[config.mk]
export PLATFORM = sky130hd
export DESIGN_NAME = sigmoid_scheduler
export DESIGN_NICKNAME = d
export VERILOG_FILES = /design/src/rtl/sigmoid_pkg.sv /design/src/rtl/rr_arbiter.sv /design/src/rtl/sigmoid_scheduler.sv
export SDC_FILE = /design/constraint.sdc
export NUM_CORES = 1
export LEC_CHECK = 0
export CELL_PAD_IN_SITES_DETAIL_PLACEMENT = 2
export CELL_PAD_IN_SITES_GLOBAL_PLACEMENT = 2
export CORE_MARGIN = 3
export CORE_UTILIZATION = 21
export CTS_CLUSTER_SIZE = 24
export DETAILED_ROUTE_END_ITERATION = 12
export PLACE_DENSITY_LB_ADDON = 0.3
export SETUP_SLACK_MARGIN = 0.5
export SLEW_MARGIN = 20
export SYNTH_ARGS = -nofsm -noshare
export SYNTH_HDL_FRONTEND = slang
export SYNTH_HIERARCHICAL = 1
export SYNTH_SLANG_ARGS = --single-unit
[constraint.sdc]
create_clock -name clk -period 3.21 [get_ports clk]
set_input_delay 0.321 -clock clk [delete_from_list [all_inputs] [get_ports clk]]
set_output_delay 0.321 -clock clk [all_outputs]
set_load 0.01 [all_outputs]
[src/rtl/sigmoid_pkg.sv]
// Shared types and constants for the sigmoid LUT scheduler.
package sigmoid_pkg;

    typedef enum logic [1:0] {
        IDLE = 2'd0,
        RUN  = 2'd1,
        DONE = 2'd2
    } sched_state_t;

    localparam int DEF_NUM_NEURONS = 4;
    localparam int DEF_DATA_WIDTH  = 16;
    localparam int DEF_IN_WIDTH    = 10;
    localparam int STALL_WIDTH     = 16;

    // Cycles from grant to rsp_valid: LUT address register plus result register.
    localparam int SIG_LAT = 2;

endpackage

[src/rtl/rr_arbiter.sv]
// Round-robin arbiter: grants the first requester at or after ptr, wrapping.
module rr_arbiter #(
    parameter int N  = 4,
    parameter int IW = $clog2(N)
) (
    input  logic [N-1:0]  req,
    input  logic [IW-1:0] ptr,
    output logic [N-1:0]  grant,
    output logic [IW-1:0] idx,
    output logic          any
);

    always_comb begin
        int   j;
        logic found;
        // NOTE: every combinational output gets a default first so no path leaves it unassigned (no latch).
        grant = '0;
        idx   = '0;
        found = 1'b0;
        for (int k = 0; k < N; k++) begin
            j = int'(ptr) + k;
            if (j >= N) j = j - N;
            if (!found && req[j]) begin
                found    = 1'b1;
                grant[j] = 1'b1;
                idx      = IW'(j);
            end
        end
        any = found;
    end

endmodule

[src/rtl/sigmoid_scheduler.sv]
// Time-shares one sigmoid LUT among NUM_NEURONS requesters, one pass per start.
// Optional stall statistics are built when SIGMOID_SCHED_STATS_EN is defined.
module sigmoid_scheduler
    import sigmoid_pkg::*;
#(
    parameter int NUM_NEURONS             = DEF_NUM_NEURONS,
    parameter int data_width              = DEF_DATA_WIDTH,
    parameter int weight_sigmoid_in_width = DEF_IN_WIDTH
) (
    input  logic                                           clk,
    input  logic                                           rst_n,
    input  logic                                           start,
    input  logic [NUM_NEURONS-1:0]                         req_valid,
    input  logic [NUM_NEURONS*weight_sigmoid_in_width-1:0] req_x,
    output logic [NUM_NEURONS-1:0]                         req_ready,
    output logic                                           lut_valid_input,
    output logic [weight_sigmoid_in_width-1:0]             lut_x,
    input  logic [data_width-1:0]                          lut_out,
    output logic                                           rsp_valid,
    output logic [$clog2(NUM_NEURONS)-1:0]                 rsp_id,
    output logic [data_width-1:0]                          rsp_data,
    output logic                                           layer_done,
    output logic                                           busy,
    output logic [STALL_WIDTH-1:0]                         stall_count
);

    localparam int IDW = $clog2(NUM_NEURONS);
    localparam int XW  = weight_sigmoid_in_width;

    sched_state_t           state, state_nxt;
    logic [NUM_NEURONS-1:0] served, eligible, grant;
    logic [IDW-1:0]         rr_ptr, grant_idx, s1_id;
    logic                   grant_any, s1_valid, start_ok;

    assign start_ok = (state == IDLE) && start;
    assign eligible = (state == RUN) ? (req_valid & ~served) : '0;

    rr_arbiter #(.N(NUM_NEURONS), .IW(IDW)) u_arb (
        .req   (eligible),
        .ptr   (rr_ptr),
        .grant (grant),
        .idx   (grant_idx),
        .any   (grant_any)
    );

    assign req_ready       = grant;
    assign lut_valid_input = grant_any;
    assign lut_x           = grant_any ? req_x[int'(grant_idx)*XW +: XW] : '0;

    always_ff @(posedge clk or negedge rst_n) begin
        // NOTE: sequential state uses non-blocking assignments so every register samples pre-edge values.
        if (!rst_n) state <= IDLE;
        else        state <= state_nxt;
    end

    // s2 is draining in the cycle RUN exits, so the last rsp_valid precedes layer_done.
    always_comb begin
        state_nxt  = state;
        layer_done = 1'b0;
        busy       = 1'b0;
        case (state)
            IDLE: if (start) state_nxt = RUN;
            RUN: begin
                busy = 1'b1;
                if (&served && !s1_valid) state_nxt = DONE;
            end
            DONE: begin
                busy       = 1'b1;
                layer_done = 1'b1;
                state_nxt  = IDLE;
            end
            default: state_nxt = IDLE;
        endcase
    end

    always_ff @(posedge clk or negedge rst_n) begin
        if (!rst_n) begin
            served <= '0;
            rr_ptr <= '0;
        end else begin
            if (start_ok) served <= '0;
            else          served <= served | grant;
            if (grant_any)
                rr_ptr <= (grant_idx == IDW'(NUM_NEURONS - 1)) ? '0 : grant_idx + 1'b1;
        end
    end

    always_ff @(posedge clk or negedge rst_n) begin
        if (!rst_n) begin
            s1_valid  <= 1'b0;
            s1_id     <= '0;
            rsp_valid <= 1'b0;
            rsp_id    <= '0;
            rsp_data  <= '0;
        end else begin
            s1_valid  <= grant_any;
            s1_id     <= grant_idx;
            rsp_valid <= s1_valid;
            if (s1_valid) begin
                rsp_id   <= s1_id;
                rsp_data <= lut_out;
            end
        end
    end

`ifdef SIGMOID_SCHED_STATS_EN
    logic stalled;
    assign stalled = |(eligible & ~grant);

    always_ff @(posedge clk or negedge rst_n) begin
        if (!rst_n)
            stall_count <= '0;
        else if (start_ok)
            stall_count <= '0;
        else if (stalled && (stall_count != {STALL_WIDTH{1'b1}}))
            stall_count <= stall_count + 1'b1;
    end
`else
    assign stall_count = '0;
`endif

endmodule

Yosys cells after proc, flatten, opt, wreduce, memory -nomap -nowiden
Cells that the tools add are included.

Register bits: 30. Bits of input ports: 63. Output and inout port bits: 52. Logic and storage cells: 103.

$add $sub $neg: 8. $mul: 1. $lt $le $gt $ge: 12. Equality and inequality tests: 5. Shift-type cells: 1. Muxes and demuxes: 45. Bitwise logic cells: 6. Reductions and logical operators: 17.

Operator list (count): $ge A32 B1 Y1 const B (4); $lt A32 B4 Y1 const B (4); $mux W32 (4); $ge A32 B4 Y1 const B (3); $sub A32 B4 Y32 const B (3); $shiftx A40 B7 Y10 (1); $mux W4 (6); $mux W1 (18); $or A4 B4 Y4 (4); $mux W2 (7); $mux W10 (1); $logic_and A1 B1 Y1 (9); $bmux W1 S2 (4); $demux W1 S2 (4); $add A2 B2 Y3 const B (2); $mul A2 B3 Y5 const B (1); $and A4 B4 Y4 (1); $eq A2 B2 Y1 const B (2); $logic_not A1 Y1 (4); $not A4 Y4 (1); $pmux W2 S2 (1); $reduce_and A4 Y1 (1); $sub A2 B3 Y4 const B (1); $add A2 B1 Y3 const B (1); 8 further kinds (8).

Depth between registers and ports, before layout
Depth in word-level cells: 19. Gate-level depth with buffers: 12. Mapped depth without buffers: 11.

Modules after synthesis
The synthesis kept the hierarchy.

By module, submodules not included: sigmoid_scheduler (instances 1, cells an instance 121, area each 1616.6 sq um, sequential area each 750.7 sq um); rr_arbiter (instances 1, cells an instance 48, area each 460.4 sq um, sequential area each 0.0 sq um).

Worst setup path before layout
Ideal clock, no wire load.

Path type: register -> output. From: register state[1]. To: output port lut_x[0]. Arrival: 3041 ps. Data required time: 2889 ps. Path slack: -152 ps. Cell stages (with the launch flop): 10. Path buffers: 2. Cells stage by stage: dfrtp_1 -> inv_1 -> ha_1 -> and3b_1 -> mux4_1 -> clkbuf_1 -> o31ai_1 -> buf_6 -> mux4_2 -> and2_1.

Longest elaborated chain between the ends: 18. Elaborated cells between the ends (all ways): 31. Classes of those cells: mul: 1; eq/ne: 1; shift: 1; mux: 22; reduce/logical: 6.

RTL lines: from (decl) (line sigmoid_scheduler.sv:30) `sched_state_t state, state_nxt;`; from (signal assigned) (line sigmoid_scheduler.sv:53) `else state <= state_nxt;`; $eq A2 B1 Y1 * (line sigmoid_scheduler.sv:36) `assign eligible = (state == RUN) ? (req_valid & ~served) : '0;`; $mux W4 * (line sigmoid_scheduler.sv:36); via eligible[3] (line sigmoid_scheduler.sv:31) `logic [NUM_NEURONS-1:0] served, eligible, grant;`; $bmux W1 S2 (line rr_arbiter.sv:23) `if (!found && req[j]) begin`; $mux W1 (implied by the code) (2 in series) (line rr_arbiter.sv:23); $mux W1 (line rr_arbiter.sv:23); $logic_not A1 Y1 (line rr_arbiter.sv:23); $logic_and A1 B1 Y1 (line rr_arbiter.sv:23); [3 not listed]; $mux W1 (line rr_arbiter.sv:23); $logic_not A1 Y1 (line rr_arbiter.sv:23); $logic_and A1 B1 Y1 (line rr_arbiter.sv:23); $mux W2 * (line rr_arbiter.sv:23); via grant_idx[0] (line sigmoid_scheduler.sv:32) `logic [IDW-1:0] rr_ptr, grant_idx, s1_id;`; $mul A2 B3 Y5 * (line sigmoid_scheduler.sv:48) `assign lut_x = grant_any ? req_x[int'(grant_idx)*XW +: XW] : '0;`; $shiftx A40 B7 Y10 * (line sigmoid_scheduler.sv:48); $mux W10 * (line sigmoid_scheduler.sv:48); to (decl) (line sigmoid_scheduler.sv:17) `output logic [weight_sigmoid_in_width-1:0] lut_x,`.

Mark *: on every way through the listed nets, which the timed path passes. The rest lies on a longest branch. The select of a mux whose other input is x is not followed.

Final worst setup path
From: register state[0]. To: output port lut_x[1].

Longest elaborated chain between the ends: 18. Elaborated cells between the ends (all ways): 31. Classes of those cells: mul: 1; eq/ne: 1; shift: 1; mux: 22; reduce/logical: 6.

RTL lines (line): $eq A2 B1 Y1 * (sigmoid_scheduler.sv:36); $mux W4 * (sigmoid_scheduler.sv:36); via eligible[3] (sigmoid_scheduler.sv:31); $bmux W1 S2 (rr_arbiter.sv:23); $mux W1 (implied by the code) (2 in series) (rr_arbiter.sv:23); $mux W1 (rr_arbiter.sv:23); $logic_not A1 Y1 (rr_arbiter.sv:23); $logic_and A1 B1 Y1 (rr_arbiter.sv:23); [2 not listed]; $logic_and A1 B1 Y1 (rr_arbiter.sv:23); $mux W1 (rr_arbiter.sv:23); $logic_not A1 Y1 (rr_arbiter.sv:23); $logic_and A1 B1 Y1 (rr_arbiter.sv:23); $mux W2 (rr_arbiter.sv:23); $mul A2 B3 Y5 (sigmoid_scheduler.sv:48); $shiftx A40 B7 Y10 (sigmoid_scheduler.sv:48); $mux W10 * (sigmoid_scheduler.sv:48).

Marked as above.

==> summary.md <==
| Metric | Value |
|---|---|
| Status | finished with violations |
| Failing checks | negative setup slack |
| P&R area growth vs syn | 90.12% |
| Largest net degree at the start of global routing | 31 |
| Yosys Warn Count | 6 |
| Worst path max stage delay | approximately 0.60 ns |
| Die width | 105.5 µm |
| Starting DRT DRC Count | 37 |
| Final Cycle Share | 110.2% |
| Post-synthesis sequential area ratio | about 36% |
| Register Area | 750.7 µm² |
| Total vias in the final route | roughly 1900 |
| Number of global-route vias before repair | 2128 |
| DR WL/cell | approximately 17 µm |
| Max Used Layer | met4 |
| Final WS setup | -0.3269 ns |
| Met3 routed WL | 312 µm |
| Final-report setup violation count | 10 |
| Final Net Count | around 400 |
| R2r worst-path depth | 12 |
| Inserted Diodes | 0 |
| Worst path arrival time | 3.22 ns |
| Skew final | roughly 0.0090 ns |
| Fmax | 282.7 MHz |
| Die footprint | 0.01112 mm² |
| Antenna Nets Post-Route | 0 |
| Worst reg-to-reg setup slack | 0.04 ns |
| Prevailing post-synth register cell | dfrtp_1 |
| Cell taking the most area after synthesis | dfrtp_1 |
| Reg-to-reg endpoint | rr_ptr[1] |
| Top-area cell type share of the netlist area | between 30% and 40% |
| Final Max Slew Viols | 0 |
| PortBufs | 98 |
| Minimum clock period | 3.537 ns |
| Power Density | 1329 mW/mm² |
| Layout cell share with drive strength beyond 1 | 48.77% |
| Final TNS setup | -2.749 ns |
| CTS tree | done |
| Top cells by count, synth | dfrtp_1 (30), mux2_2 (22), buf_4 (16) |
| Vias per cell | 4.211 |
| Total track usage | 13.64% |
| Drt pass-1 iters | 4 |
| Top-count cell post-synth | dfrtp_1 |
| WHS | 0.4406 ns |
| Hold Vio Cnt, Final | 0 |
| First-pass GRT wire length | 11900 µm |
| Number of flops mapped to enable cells by yosys | 0 |
| Peak VDD IR | 427.7 µV |
| # fillers | between 900 and 1000 |
| Rel. slew slack | 44.50% |
| Placement Rows | 35 |
| Reg clk slew, reported paths | 0.07 ns |
| Critical path capture point type | output port |
| Maxcap violations | 0 |
| Inserted Clock Buffers | 5 |
| Distinct cells, synth | 33 |
| Mapped Area | roughly 0.0021 mm² |
| RSZ-0062 raised after global routing | yes |
| Inst Count DP | 420 |
| Worst Path Max Fanout | 6 |
| Met2 WL post-DR | 4108 µm |
| Global route overflow | 0 |
| Initial core utilization | between 20% and 30% |
| CP startpoint kind | register |
| Async S/R FF share, synth | 100.0% |
| Ports | ~120 |
| Worst Setup Path Type | register to output port |
| Top cells by area, synth | dfrtp_1 (36%), mux2_2 (12%), mux4_2 (11%) |
| WL final | 7960 µm |
| Clk sinks | 30 |
| #FFs+latches synth | 30 |
| Area of the multi-input gates | 0.001381 mm² |
| Clk_lat worst skew | around 0.28 ns |
| Worst Hold Class | input pin to async pin |
| Final Non-Filler Cells | 455 |
| Cells after synthesis | 169 |
| Leakage | 1.707 nW |
| CTS Buffer Depth | 2 |
| Remaining DRCs | 0 |
| Root Driver | clkbuf_8 |
| CP max-delay cell | mux4_2 |
| CP Cell Sequence | ha_4 > and3b_2 > mux4_2 > nor4b_4 > nor2_2 > buf_4 > a32o_2 > buf_12 > mux4_2 > and2_4 > buf_6 |
| Initial antenna violation count | 0 |
| Required @ worst endpoint | 2.89 ns |
| Post-Syn Area per Cell | approximately 12 µm² |
| Met1 WL | around 3300 µm |
| Die H | ~110 µm |
| Worst slew pin tran | 0.8325 ns |
| Cell repeated most along the worst path | mux4_2 |
| Core Box Area | between 0.009 and 0.01 mm² |
| GPL Wtd Cong | ~0.75 |
| Worst r2r src | state[0] |
| DP HPWL | around 5400 µm |
| H-tree levels | 2 |
## cell usage in the layout, fill, tap and decap left out, drive strengths merged, types with 2 or more instances in the layout
| master | instances |
|---|---|
| clkdlybuf4s50 | 83 |
| buf | 74 |
| dfrtp | 30 |
| mux2 | 22 |
| conb | 16 |
| mux4 | 14 |
| ha | 13 |
| and2 | 10 |
| a22oi | 8 |
| clkbuf | 7 |
| inv | 7 |
| o21ai | 6 |
| nor2 | 6 |
| nand2 | 5 |
| o21a | 5 |
| a32o | 2 |
| nand2b | 2 |
| nor3 | 2 |
## kinds of logic after synthesis
kind of cell / synth area share, %
muxes: 28.31
buffers and inverters: 9.759
and+or+nand+nor: 8.916
DFF: 36.14
AOI/OAI and AO/OA: 8.856
adders and majority gates: 7.832
other: 0.1805
## per-stage QoR
step	util (%)	power [mW]	worst slack [ns]	instance area, µm²
finish	41.94	5.250	-0.3269	3949
global placement	36.52	3.705	-0.5008	3438
detailed placement	36.52	3.787	-0.5655	3438
CTS	40.54	4.913	-0.3189	3817
global route	41.94	5.580	-0.4462	3949
floorplan	-	2.384	0.1938	2216
## how the worst max path moves through the flow
stage | startpoint | end | slack [ns]
after floorplan | state[1] | lut_x[0] | 0.19
after global placement | req_valid[3] | lut_x[6] | -0.50
after detailed placement | req_valid[3] | lut_x[2] | -0.57
after CTS | state[1] | lut_x[1] | -0.32
after global routing | state[1] | lut_x[1] | -0.45
final | state[0] | lut_x[1] | -0.33
## state kept, by name, summed over array words and instances (netlist names)
| signal | cells |
|---|---|
| rsp_valid | 1 |
| state | 2 |
| s1_id | 2 |
| rsp_data | 16 |
| rr_ptr | 2 |
| rsp_id | 2 |
| s1_valid | 1 |
| served | 4 |
## area by class of cell
| cell class | count | area share, % |
|---|---|---|
| clock buffer | 7 | 2.186 |
| clock inverter | 1 | 0.1267 |
| inverter | 7 | 0.6654 |
| multi-input combinational | 124 | 34.98 |
| sequential | 30 | 19.01 |
| tap | 129 | 4.087 |
| timing repair buffer | 157 | 38.94 |
## layer usage
| layer | vias to the layer above | global-route usage, % |
|---|---|---|
| met5 | - | 0 |
| met4 | 0 | 5.623 |
| met3 | 14 | 2.205 |
| met2 | 62 | 23.54 |
| met1 | 939 | 16.82 |
| li1 | 901 | - |
## report_power, final
part	leakage [nW]	internal, mW	switching, mW
Sequential	0.362	0.558	0.155
Clock	0.0482	0.173	0.139
Combinational	1.30	2.58	1.64
Total	1.71	3.31	1.94
## repair_timing
action | 4_1_cts | 5_1_grt
resized for setup | 106 | 14
cloned | 3 | 0
setup endpoints to repair | 17 | 19
pin swaps | 18 | 7
hold buffers | 0 | 0
setup buffers | 16 | 8
## worst max-delay path: cells and delay by family (launching register included)
kind | cells | cell delay, ns
mux | 2 | 0.88
flops | 1 | 0.41
fa+ha+maj | 1 | 0.18
simple gates | 4 | 0.81
buf+inv | 3 | 0.39
compound gates | 1 | 0.26
Power figures use the tool's default switching activity.
